`src/rtl/lsu_pkg.sv`:
```
// Shared types and helpers for the sub-word load/store unit.
// The misalignment helpers are used by lsu_subword; the behaviour they select
// depends on LSU_MISALIGN_TRAP_EN (see lsu_subword.sv).
package lsu_pkg;

  typedef enum logic [1:0] {
    SZ_BYTE = 2'b00,
    SZ_HALF = 2'b01,
    SZ_WORD = 2'b10,
    SZ_RSVD = 2'b11
  } size_e;

  typedef enum logic [2:0] {
    ST_IDLE     = 3'd0,
    ST_LOAD     = 3'd1,
    ST_RMW_READ = 3'd2,
    ST_WRITE    = 3'd3,
    ST_RESP     = 3'd4
  } state_e;

  // True when the low address bits are not a multiple of the access size.
  function automatic logic is_misaligned(input size_e size, input logic [1:0] off);
    case (size)
      SZ_HALF: return off[0];
      SZ_WORD: return (off != 2'b00);
      default: return 1'b0;
    endcase
  endfunction

  // Clears the offending low offset bits so the access lands on its natural boundary.
  function automatic logic [1:0] align_offset(input size_e size, input logic [1:0] off);
    case (size)
      SZ_HALF: return {off[1], 1'b0};
      SZ_WORD: return 2'b00;
      default: return off;
    endcase
  endfunction

endpackage

```
`src/rtl/lsu_lane.sv`:
```
// Combinational lane logic: extracts and extends the addressed lane of a RAM
// word for loads, and merges new store data into an old word for sub-word stores.
// Little-endian: byte k occupies bits 8k+7:8k; half at offset 2 uses bits 31:16.
module lsu_lane
  import lsu_pkg::*;
(
  input  logic [31:0] word_i,
  input  logic [31:0] wdata_i,
  input  logic [1:0]  off_i,
  input  logic [1:0]  size_i,
  input  logic        unsigned_i,
  output logic [31:0] load_o,
  output logic [31:0] merge_o
);

  size_e       sz;
  logic [31:0] shifted;

  assign sz      = size_e'(size_i);
  assign shifted = word_i >> {off_i, 3'b000};

  // Load path: shift the addressed lane down, then sign- or zero-extend.
  always_comb begin
    load_o = word_i;
    case (sz)
      SZ_BYTE: load_o = unsigned_i ? {24'h0, shifted[7:0]}
                                   : {{24{shifted[7]}}, shifted[7:0]};
      SZ_HALF: load_o = unsigned_i ? {16'h0, shifted[15:0]}
                                   : {{16{shifted[15]}}, shifted[15:0]};
      default: load_o = word_i;
    endcase
  end

  // Store path: replace only the addressed lane of the old word.
  always_comb begin
    merge_o = word_i;
    case (sz)
      SZ_BYTE: merge_o[{off_i, 3'b000} +: 8] = wdata_i[7:0];
      SZ_HALF: begin
        if (off_i[1]) merge_o[31:16] = wdata_i[15:0];
        else          merge_o[15:0]  = wdata_i[15:0];
      end
      SZ_WORD: merge_o = wdata_i;
      default: merge_o = word_i;
    endcase
  end

endmodule

```
`src/rtl/lsu_subword.sv`:
```
// Load/store unit between the memory-access stage and a word-organised RAM.
// Byte/half stores are done as read-modify-write over the single RAM word port.
// Optional macro LSU_MISALIGN_TRAP_EN: when defined, misaligned half/word
// accesses are rejected with rsp_err; when undefined, the offending low
// address bits are cleared and the access proceeds.
//
// state       | meaning
// ------------+-----------------------------------------------------------
// ST_IDLE     | ready for a request; latches all fields on accept
// ST_LOAD     | RAM word read, addressed lane extended into rsp_rdata
// ST_RMW_READ | RAM word read and merged with the store data
// ST_WRITE    | ram_we high, merged word (or full store word) written
// ST_RESP     | one-cycle response pulse
module lsu_subword
  import lsu_pkg::*;
#(
  parameter int RAM_DEPTH = 1024
) (
  input  logic                         clk,
  input  logic                         reset,
  input  logic                         req_valid,
  output logic                         req_ready,
  input  logic                         req_we,
  input  logic [1:0]                   req_size,
  input  logic                         req_unsigned,
  input  logic [31:0]                  req_addr,
  input  logic [31:0]                  req_wdata,
  output logic                         rsp_valid,
  output logic [31:0]                  rsp_rdata,
  output logic                         rsp_err,
  output logic                         ram_we,
  output logic [$clog2(RAM_DEPTH)-1:0] ram_addr,
  output logic [31:0]                  ram_wdata,
  input  logic [31:0]                  ram_rdata
);

  localparam int AW = $clog2(RAM_DEPTH);

  state_e        state_q, state_d;
  logic          we_q, we_d;
  size_e         size_q, size_d;
  logic          uns_q, uns_d;
  logic [AW-1:0] idx_q, idx_d;
  logic [1:0]    off_q, off_d;
  logic [31:0]   wdata_q, wdata_d;
  logic [31:0]   merge_q, merge_d;
  logic [31:0]   rdata_q, rdata_d;
  logic          err_q, err_d;

  size_e         req_sz;
  logic          req_err;
  logic [1:0]    req_off;
  logic [31:0]   lane_load;
  logic [31:0]   lane_merge;

  // Address bits above the RAM index are deliberately ignored (accesses wrap).
  logic          unused_addr_hi;
  assign unused_addr_hi = ^req_addr[31:AW+2];

  assign req_sz = size_e'(req_size);

`ifdef LSU_MISALIGN_TRAP_EN
  assign req_err = (req_sz == SZ_RSVD) | is_misaligned(req_sz, req_addr[1:0]);
  assign req_off = req_addr[1:0];
`else
  assign req_err = (req_sz == SZ_RSVD);
  assign req_off = align_offset(req_sz, req_addr[1:0]);
`endif

  lsu_lane u_lane (
    .word_i     (ram_rdata),
    .wdata_i    (wdata_q),
    .off_i      (off_q),
    .size_i     (size_q),
    .unsigned_i (uns_q),
    .load_o     (lane_load),
    .merge_o    (lane_merge)
  );

  // Next-state and datapath register updates for the access sequence.
  always_comb begin
    state_d = state_q;
    we_d    = we_q;
    size_d  = size_q;
    uns_d   = uns_q;
    idx_d   = idx_q;
    off_d   = off_q;
    wdata_d = wdata_q;
    merge_d = merge_q;
    rdata_d = rdata_q;
    err_d   = err_q;
    case (state_q)
      ST_IDLE: begin
        if (req_valid) begin
          we_d    = req_we;
          size_d  = req_sz;
          uns_d   = req_unsigned;
          idx_d   = req_addr[AW+1:2];
          off_d   = req_off;
          wdata_d = req_wdata;
          rdata_d = 32'h0;
          err_d   = req_err;
          if (req_err)              state_d = ST_RESP;
          else if (!req_we)         state_d = ST_LOAD;
          else if (req_sz == SZ_WORD) state_d = ST_WRITE;
          else                      state_d = ST_RMW_READ;
        end
      end
      ST_LOAD: begin
        rdata_d = lane_load;
        state_d = ST_RESP;
      end
      ST_RMW_READ: begin
        merge_d = lane_merge;
        state_d = ST_WRITE;
      end
      ST_WRITE: state_d = ST_RESP;
      ST_RESP:  state_d = ST_IDLE;
      default:  state_d = ST_IDLE;
    endcase
  end

  // State and request registers; reset aborts any access in flight.
  always_ff @(posedge clk or posedge reset) begin
    if (reset) begin
      state_q <= ST_IDLE;
      we_q    <= 1'b0;
      size_q  <= SZ_BYTE;
      uns_q   <= 1'b0;
      idx_q   <= '0;
      off_q   <= 2'b00;
      wdata_q <= 32'h0;
      merge_q <= 32'h0;
      rdata_q <= 32'h0;
      err_q   <= 1'b0;
    end else begin
      state_q <= state_d;
      we_q    <= we_d;
      size_q  <= size_d;
      uns_q   <= uns_d;
      idx_q   <= idx_d;
      off_q   <= off_d;
      wdata_q <= wdata_d;
      merge_q <= merge_d;
      rdata_q <= rdata_d;
      err_q   <= err_d;
    end
  end

  assign req_ready = (state_q == ST_IDLE);
  assign rsp_valid = (state_q == ST_RESP);
  assign rsp_rdata = rdata_q;
  assign rsp_err   = (state_q == ST_RESP) & err_q;
  assign ram_we    = (state_q == ST_WRITE) & we_q;
  assign ram_addr  = (state_q == ST_IDLE) ? req_addr[AW+1:2] : idx_q;
  assign ram_wdata = (size_q == SZ_WORD) ? wdata_q : merge_q;

endmodule

```
`config.mk`:
```
export PLATFORM = sky130hd
export DESIGN_NAME = lsu_subword
export DESIGN_NICKNAME = d
export VERILOG_FILES = /design/src/rtl/lsu_pkg.sv /design/src/rtl/lsu_lane.sv /design/src/rtl/lsu_subword.sv
export SDC_FILE = /design/constraint.sdc
export NUM_CORES = 1
export LEC_CHECK = 0
export BUFFER_PORTS_ARGS = -buffer_cell sky130_fd_sc_hd__clkbuf_2
export CAP_MARGIN = 10
export CORE_MARGIN = 8
export CORE_UTILIZATION = 58
export DETAILED_ROUTE_END_ITERATION = 16
export PLACE_DENSITY = 0.95
export SLEW_MARGIN = 5
export SYNTH_ARGS = -nofsm -noshare
export SYNTH_HDL_FRONTEND = slang
export SYNTH_SLANG_ARGS = --single-unit
```
`constraint.sdc`:
```
create_clock -name clk -period 6.9 [get_ports clk]
set_input_delay 2.07 -clock clk [delete_from_list [all_inputs] [get_ports clk]]
set_output_delay 2.07 -clock clk [all_outputs]
set_load 0.005 [all_outputs]
```
# Yosys cells after proc, flatten, opt, wreduce, memory -nomap -nowiden
# Cells that the tools add are included.
# totals
n_memories,0
ram_bits,0
latch_bits,0
reg_bits,116
word_cells,49
output_inout_bits,78
in_bits,103
mem_bits_ro,0
# op_classes
n_mul,0
div_mod_pow,0
reduce_logical,6
eq_ne,10
muxes,17
shift,3
n_bitwise,2
n_addsub,1
magnitude_cmp,0
# ops
cell,count
32-bit two-way mux,4
32-bit one-hot mux with 2 select lines,2
32-bit one-hot mux with 3 select lines,1
32-bit bitwise mux,1
16-bit two-way mux,2
8-bit by 7-bit variable shift with 32-bit output (first input constant),1
8-bit by 7-bit variable part select with 32-bit output,1
32-bit by 5-bit right shift with 16-bit output,1
10-bit two-way mux,1
3-bit one-hot mux with 3 select lines,1
5-bit negation with 7-bit output,1
2-bit equality test (second input constant),3
3-bit by 2-bit equality test with 1-bit output (second input constant),2
3-bit two-way mux,2
2-bit by 1-bit equality test with 1-bit output (second input constant),2
2-bit one-hot mux with 2 select lines,1
2-bit AND reduction,2
3-bit by 1-bit equality test with 1-bit output (second input constant),1
3-bit equality test (second input constant),1
3-bit zero test,1
1-bit AND,2
2-bit zero test,1
2-bit two-way mux,1
2-bit != test (second input constant),1
3 further kinds,3

# Longest topological paths before layout
# depth
depth_word,6
ltp_mapped,9
depth_no_buf,6

# By module
# Synthesis repeated with hierarchy kept, for this count alone.
# hier_totals
hier_cells,624
area_unflattened_um2,7011.7
# by_module_without_submodules
mod,cells_per_inst,instances,area_each_um2
lsu_subword,323,1,5027.3
lsu_lane,301,1,1984.4

# Least setup slack after synthesis
# Ideal clock, no wire load.
# synth_timing
path_type,input to output
from,input port req_addr[2]
to,output port ram_addr[0]
stages,1
t_arrival_ps,2325
path_slack_ps,2505
required_ps,4830
path_cell_list,mux2_2
# synth_between
elab_chain_len,1
# synth_lines
item,line,text
start: declaration,lsu_subword.sv:26,"input logic [31:0] req_addr,"
10-bit two-way mux,lsu_subword.sv:155,assign ram_addr = (state_q == ST_IDLE) ? req_addr[AW+1:2] : idx_q;
end: declaration,lsu_subword.sv:32,"output logic [$clog2(RAM_DEPTH)-1:0] ram_addr,"
# Every way passes these cells.

# Worst setup path after layout
# layout_timing
from,register size_q[0]
to,output port ram_wdata[23]
# layout_between
elab_chain_len,2
# layout_lines
item,line,text
start: declaration,lsu_subword.sv:41,"size_e size_q, size_d;"
start signal: assignment,lsu_subword.sv:139,size_q <= size_d;
2-bit equality test,lsu_subword.sv:156,assign ram_wdata = (size_q == SZ_WORD) ? wdata_q : merge_q;
32-bit two-way mux,lsu_subword.sv:156,
end: declaration,lsu_subword.sv:33,"output logic [31:0] ram_wdata,"
# Every way passes these cells.

==> results.yml <==
synth:
  mappedNetlistNets: 915
  post_synth_design_cell_area_mm2: 0.00687
  synth_flop_cell: "sky130_fd_sc_hd__dfrtp_1"
  synthDistinctLibCells: 57
  synthesized_instance_count: 805
  syn-mean-instance-area_um2: 8.54
  synth-seq-area-share_pct: 42.2
  synth.yosys.warnings: 0
  async_flop_share_pct: 100
  number_of_register_bits_inferred_by_synthesis: 116
  post_synth_edffs: 0
sta:
  tns_ns: 0
  rsz_0062_raised_after_global_routing: "no"
  timing_worst_slew_pin_value_ns: 1.08
  final_critical_path_setup_slack_ns: 2.26
  finalSetupViolCount: 0
  worst_hold_slack_ns: 0.477
  drv_slew: 0
  hold_violations: 0
  finalCritPeriodShare_pct: 67.3
  layout_min_cycle_time_ns: 4.64
  timing.max_slew.rel_slack_pct: 27.7
  max_clock_freq_ghz: 0.215
  finalClockSkew_ns: 0.00640
critical_path:
  crit_path_end: "ram_wdata[23]"
  cp_data_arrival_time_ns: 2.57
  worstSetupPathDepth: 5
  worstRegToRegCells: 6
  worst_r2r_startpoint: "off_q[0]"
  crit_start: "size_q[0]"
  crit_path_max_incr_delay_ns: 0.92
  critical_path.reg2reg.endpoint: "merge_q[22]"
  ff2ff_setup_slack_ns: 3.32
  critPathSlowestCell: "sky130_fd_sc_hd__dfrtp_1"
  cpLargestDelayFamily: "flip-flops"
  crit_path_max_fanout: 30
  required_arrival_time_at_the_worst_endpoint_ns: 4.83
  crit_path_end_kind: "primary output"
  worst_path_most_repeated_cell: "sky130_fd_sc_hd__nand2_1"
  critPathLaunchType: "flop"
  worst-path-buf-inv: 2
  crit_type: "reg2out"
  crit_chain: "nand2b_1 > buf_4 > nand2_1 > nand2_1 > clkbuf_2"
global_routing:
  grt_start_max_net_pins: 62
  initial_antenna_violation_count: 0
  track_usage_pct: 28.3
  grt_pass1_vias: 6869
  wire_length_of_the_first_global_routing_pass_mm: 35.5
  gr-total-overflow: 0
detailed_routing:
  ant_nets_after_route: 0
  vias: 6983
  wire_per_inst_um: 20.7
  vias_per_cell: 6.48
  drtPass1Iterations: 6
  drt-initial-drc-count: 1049
  routed_wirelength_mm: 22.3
  drt_drc_violations_left: 0
placement:
  dp_slack_ns: 2.29
  dp_hpwl_mm: 14.7
  gp_routability_congestion: 0.912
  input_output_buffers: 160
  placed_cells: 1044
cells_and_area:
  layout.core_utilization_pct: 71.4
  layout-drive-gt1-share_pct: 25.2
  total_inserted_antenna_cells: 0
  area_growth_syn_to_layout_pct: 19.6
  num-nets-final: 1031
  highest_count_cells_in_the_layout_ignoring_fill_and_taps: "sky130_fd_sc_hd__nand2_1, sky130_fd_sc_hd__clkbuf_2, sky130_fd_sc_hd__dfrtp_1"
  layout.cells.most_common: "sky130_fd_sc_hd__nand2_1"
  layoutNonFillerInstCount: 1077
outcome:
  run_status: "completed"
die:
  placementRows: 39
  core_area_mm2: 0.0115
  die_height_um: 125
  ioPinCount: 181
  die_area_mm2: 0.0156
  initial_core_util_pct: 59.7
  die_x_um: 125
clock_network:
  clock-sinks: 116
  clkTransAtPathRegs_ns: 0.06
  cts_resized: 0
  clockRootBuffer: "sky130_fd_sc_hd__clkbuf_16"
  clkLatencyLatePin_ns: 0.42
  cts-buffers-inserted: 17
  post_cts_buffers: 0
  hold_buffers: 0
  htree_levels: 4
  cts_buffer_depth: 2
  tritoncts_clock_tree: "done"
min_path:
  worst_min_path_class: "reg2reg"
flow_run:
  max_cap_viol_count: 0
pwr:
  maximum_ir_drop_on_the_vdd_rail_mv: 0.259
  static-leakage-power_uw: 0.00416
  cellPowerDensity_mw_per_mm2: 526
==> synthesized netlist by cell type (3+ instances only) <==
library cell                  n  area share, %
sky130_fd_sc_hd__a21o_1       9           0.98
sky130_fd_sc_hd__a21oi_1     23            1.7
sky130_fd_sc_hd__a221o_1     21            3.1
sky130_fd_sc_hd__a221oi_1    21            2.7
sky130_fd_sc_hd__a222oi_1     6           0.87
sky130_fd_sc_hd__a22o_1      13            1.7
sky130_fd_sc_hd__a22oi_1      8           0.87
sky130_fd_sc_hd__a2bb2oi_1    6           0.76
sky130_fd_sc_hd__a31o_2       5           0.64
sky130_fd_sc_hd__a31oi_1      5           0.46
sky130_fd_sc_hd__a32oi_1      9            1.1
sky130_fd_sc_hd__and3_1       3           0.27
sky130_fd_sc_hd__buf_2       16            1.2
sky130_fd_sc_hd__clkbuf_1    51            2.8
sky130_fd_sc_hd__dfrtp_1    116             42
sky130_fd_sc_hd__ha_1         7            1.3
sky130_fd_sc_hd__inv_1        6           0.33
sky130_fd_sc_hd__mux2_2      17            2.8
sky130_fd_sc_hd__mux2i_1     34            5.0
sky130_fd_sc_hd__nand2_1    276             15
sky130_fd_sc_hd__nand2b_1    14            1.3
sky130_fd_sc_hd__nand3_1      4           0.29
sky130_fd_sc_hd__nor2_1       8           0.44
sky130_fd_sc_hd__nor2b_1     11            1.0
sky130_fd_sc_hd__nor3_1       5           0.36
sky130_fd_sc_hd__o21ai_0     49            3.6
sky130_fd_sc_hd__o22ai_1      8           0.73
sky130_fd_sc_hd__o2bb2ai_1    6           0.76
sky130_fd_sc_hd__o31ai_1      6           0.66
sky130_fd_sc_hd__or3_1        7           0.64
==> where the power goes <==
group	internal [uW]	switching [uW]	total [uW]
combinational	890	1200	2090
clock	540	327	868
sequential	1000	360	1360
==> registers in the layout, indices dropped and copies added, names as in the netlist <==
signal,count
idx_q,10
rsp_rdata,32
wdata_q,32
state_q,3
err_q,1
off_q,2
we_q,1
size_q,2
merge_q,32
uns_q,1
==> metal layers <==
metal | wire, um | global-route usage [%]
met5 | 0 | 0
met4 | 1070 | 14.6
met3 | 2960 | 10.8
met2 | 9930 | 41.8
met1 | 8340 | 35.3
==> worst min path at each step <==
stage / from / end / cells after the start / slack, ns
floorplan: idx_q[0] / idx_q[0] / 2 / 0.44
global placement: idx_q[6] / idx_q[6] / 2 / 0.45
detailed placement: idx_q[8] / idx_q[8] / 2 / 0.47
CTS: idx_q[7] / idx_q[7] / 2 / 0.48
global route: idx_q[7] / idx_q[7] / 2 / 0.49
finish: idx_q[7] / idx_q[7] / 2 / 0.48
==> tightest hold or removal path, delay by kind of cell, from the launching register on <==
family	cells	cell delay, ns
DFF	1	0.34
and+or+nand+nor	2	0.10
==> metrics by stage <==
| step | cell area, um2 | total power, uW |
|---|---|---|
| finish | 8220 | 4320 |
| CTS | 8210 | 4270 |
| global route | 8220 | 4590 |
| floorplan | 6870 | 2680 |
| global placement | 7630 | 3290 |
| detailed placement | 7630 | 3370 |
==> cell families (layout without fill, tap and decap cells) <==
kind of cell               after synthesis  in the layout  share of synthesized area [%]
AOI/OAI and AO/OA                      205            205                           22.0
DFF                                    116            116                           42.2
muxes                                   52             52                           8.07
buffers and inverters                   80            209                           4.84
adders and majority gates                7              7                           1.27
and+or+nand+nor                        345            345                           21.5
==> area by class of cell <==
cell class | count | area (um2)
clock buffers | 20 | 447
clock inverters | 12 | 131
fillers | 854 | 3290
inverters | 8 | 32.5
multi-input cells | 609 | 3650
flip-flops and latches | 116 | 2900
well taps | 143 | 179
repair buffers | 169 | 876
Note: power is estimated with default switching activity, not from simulation.
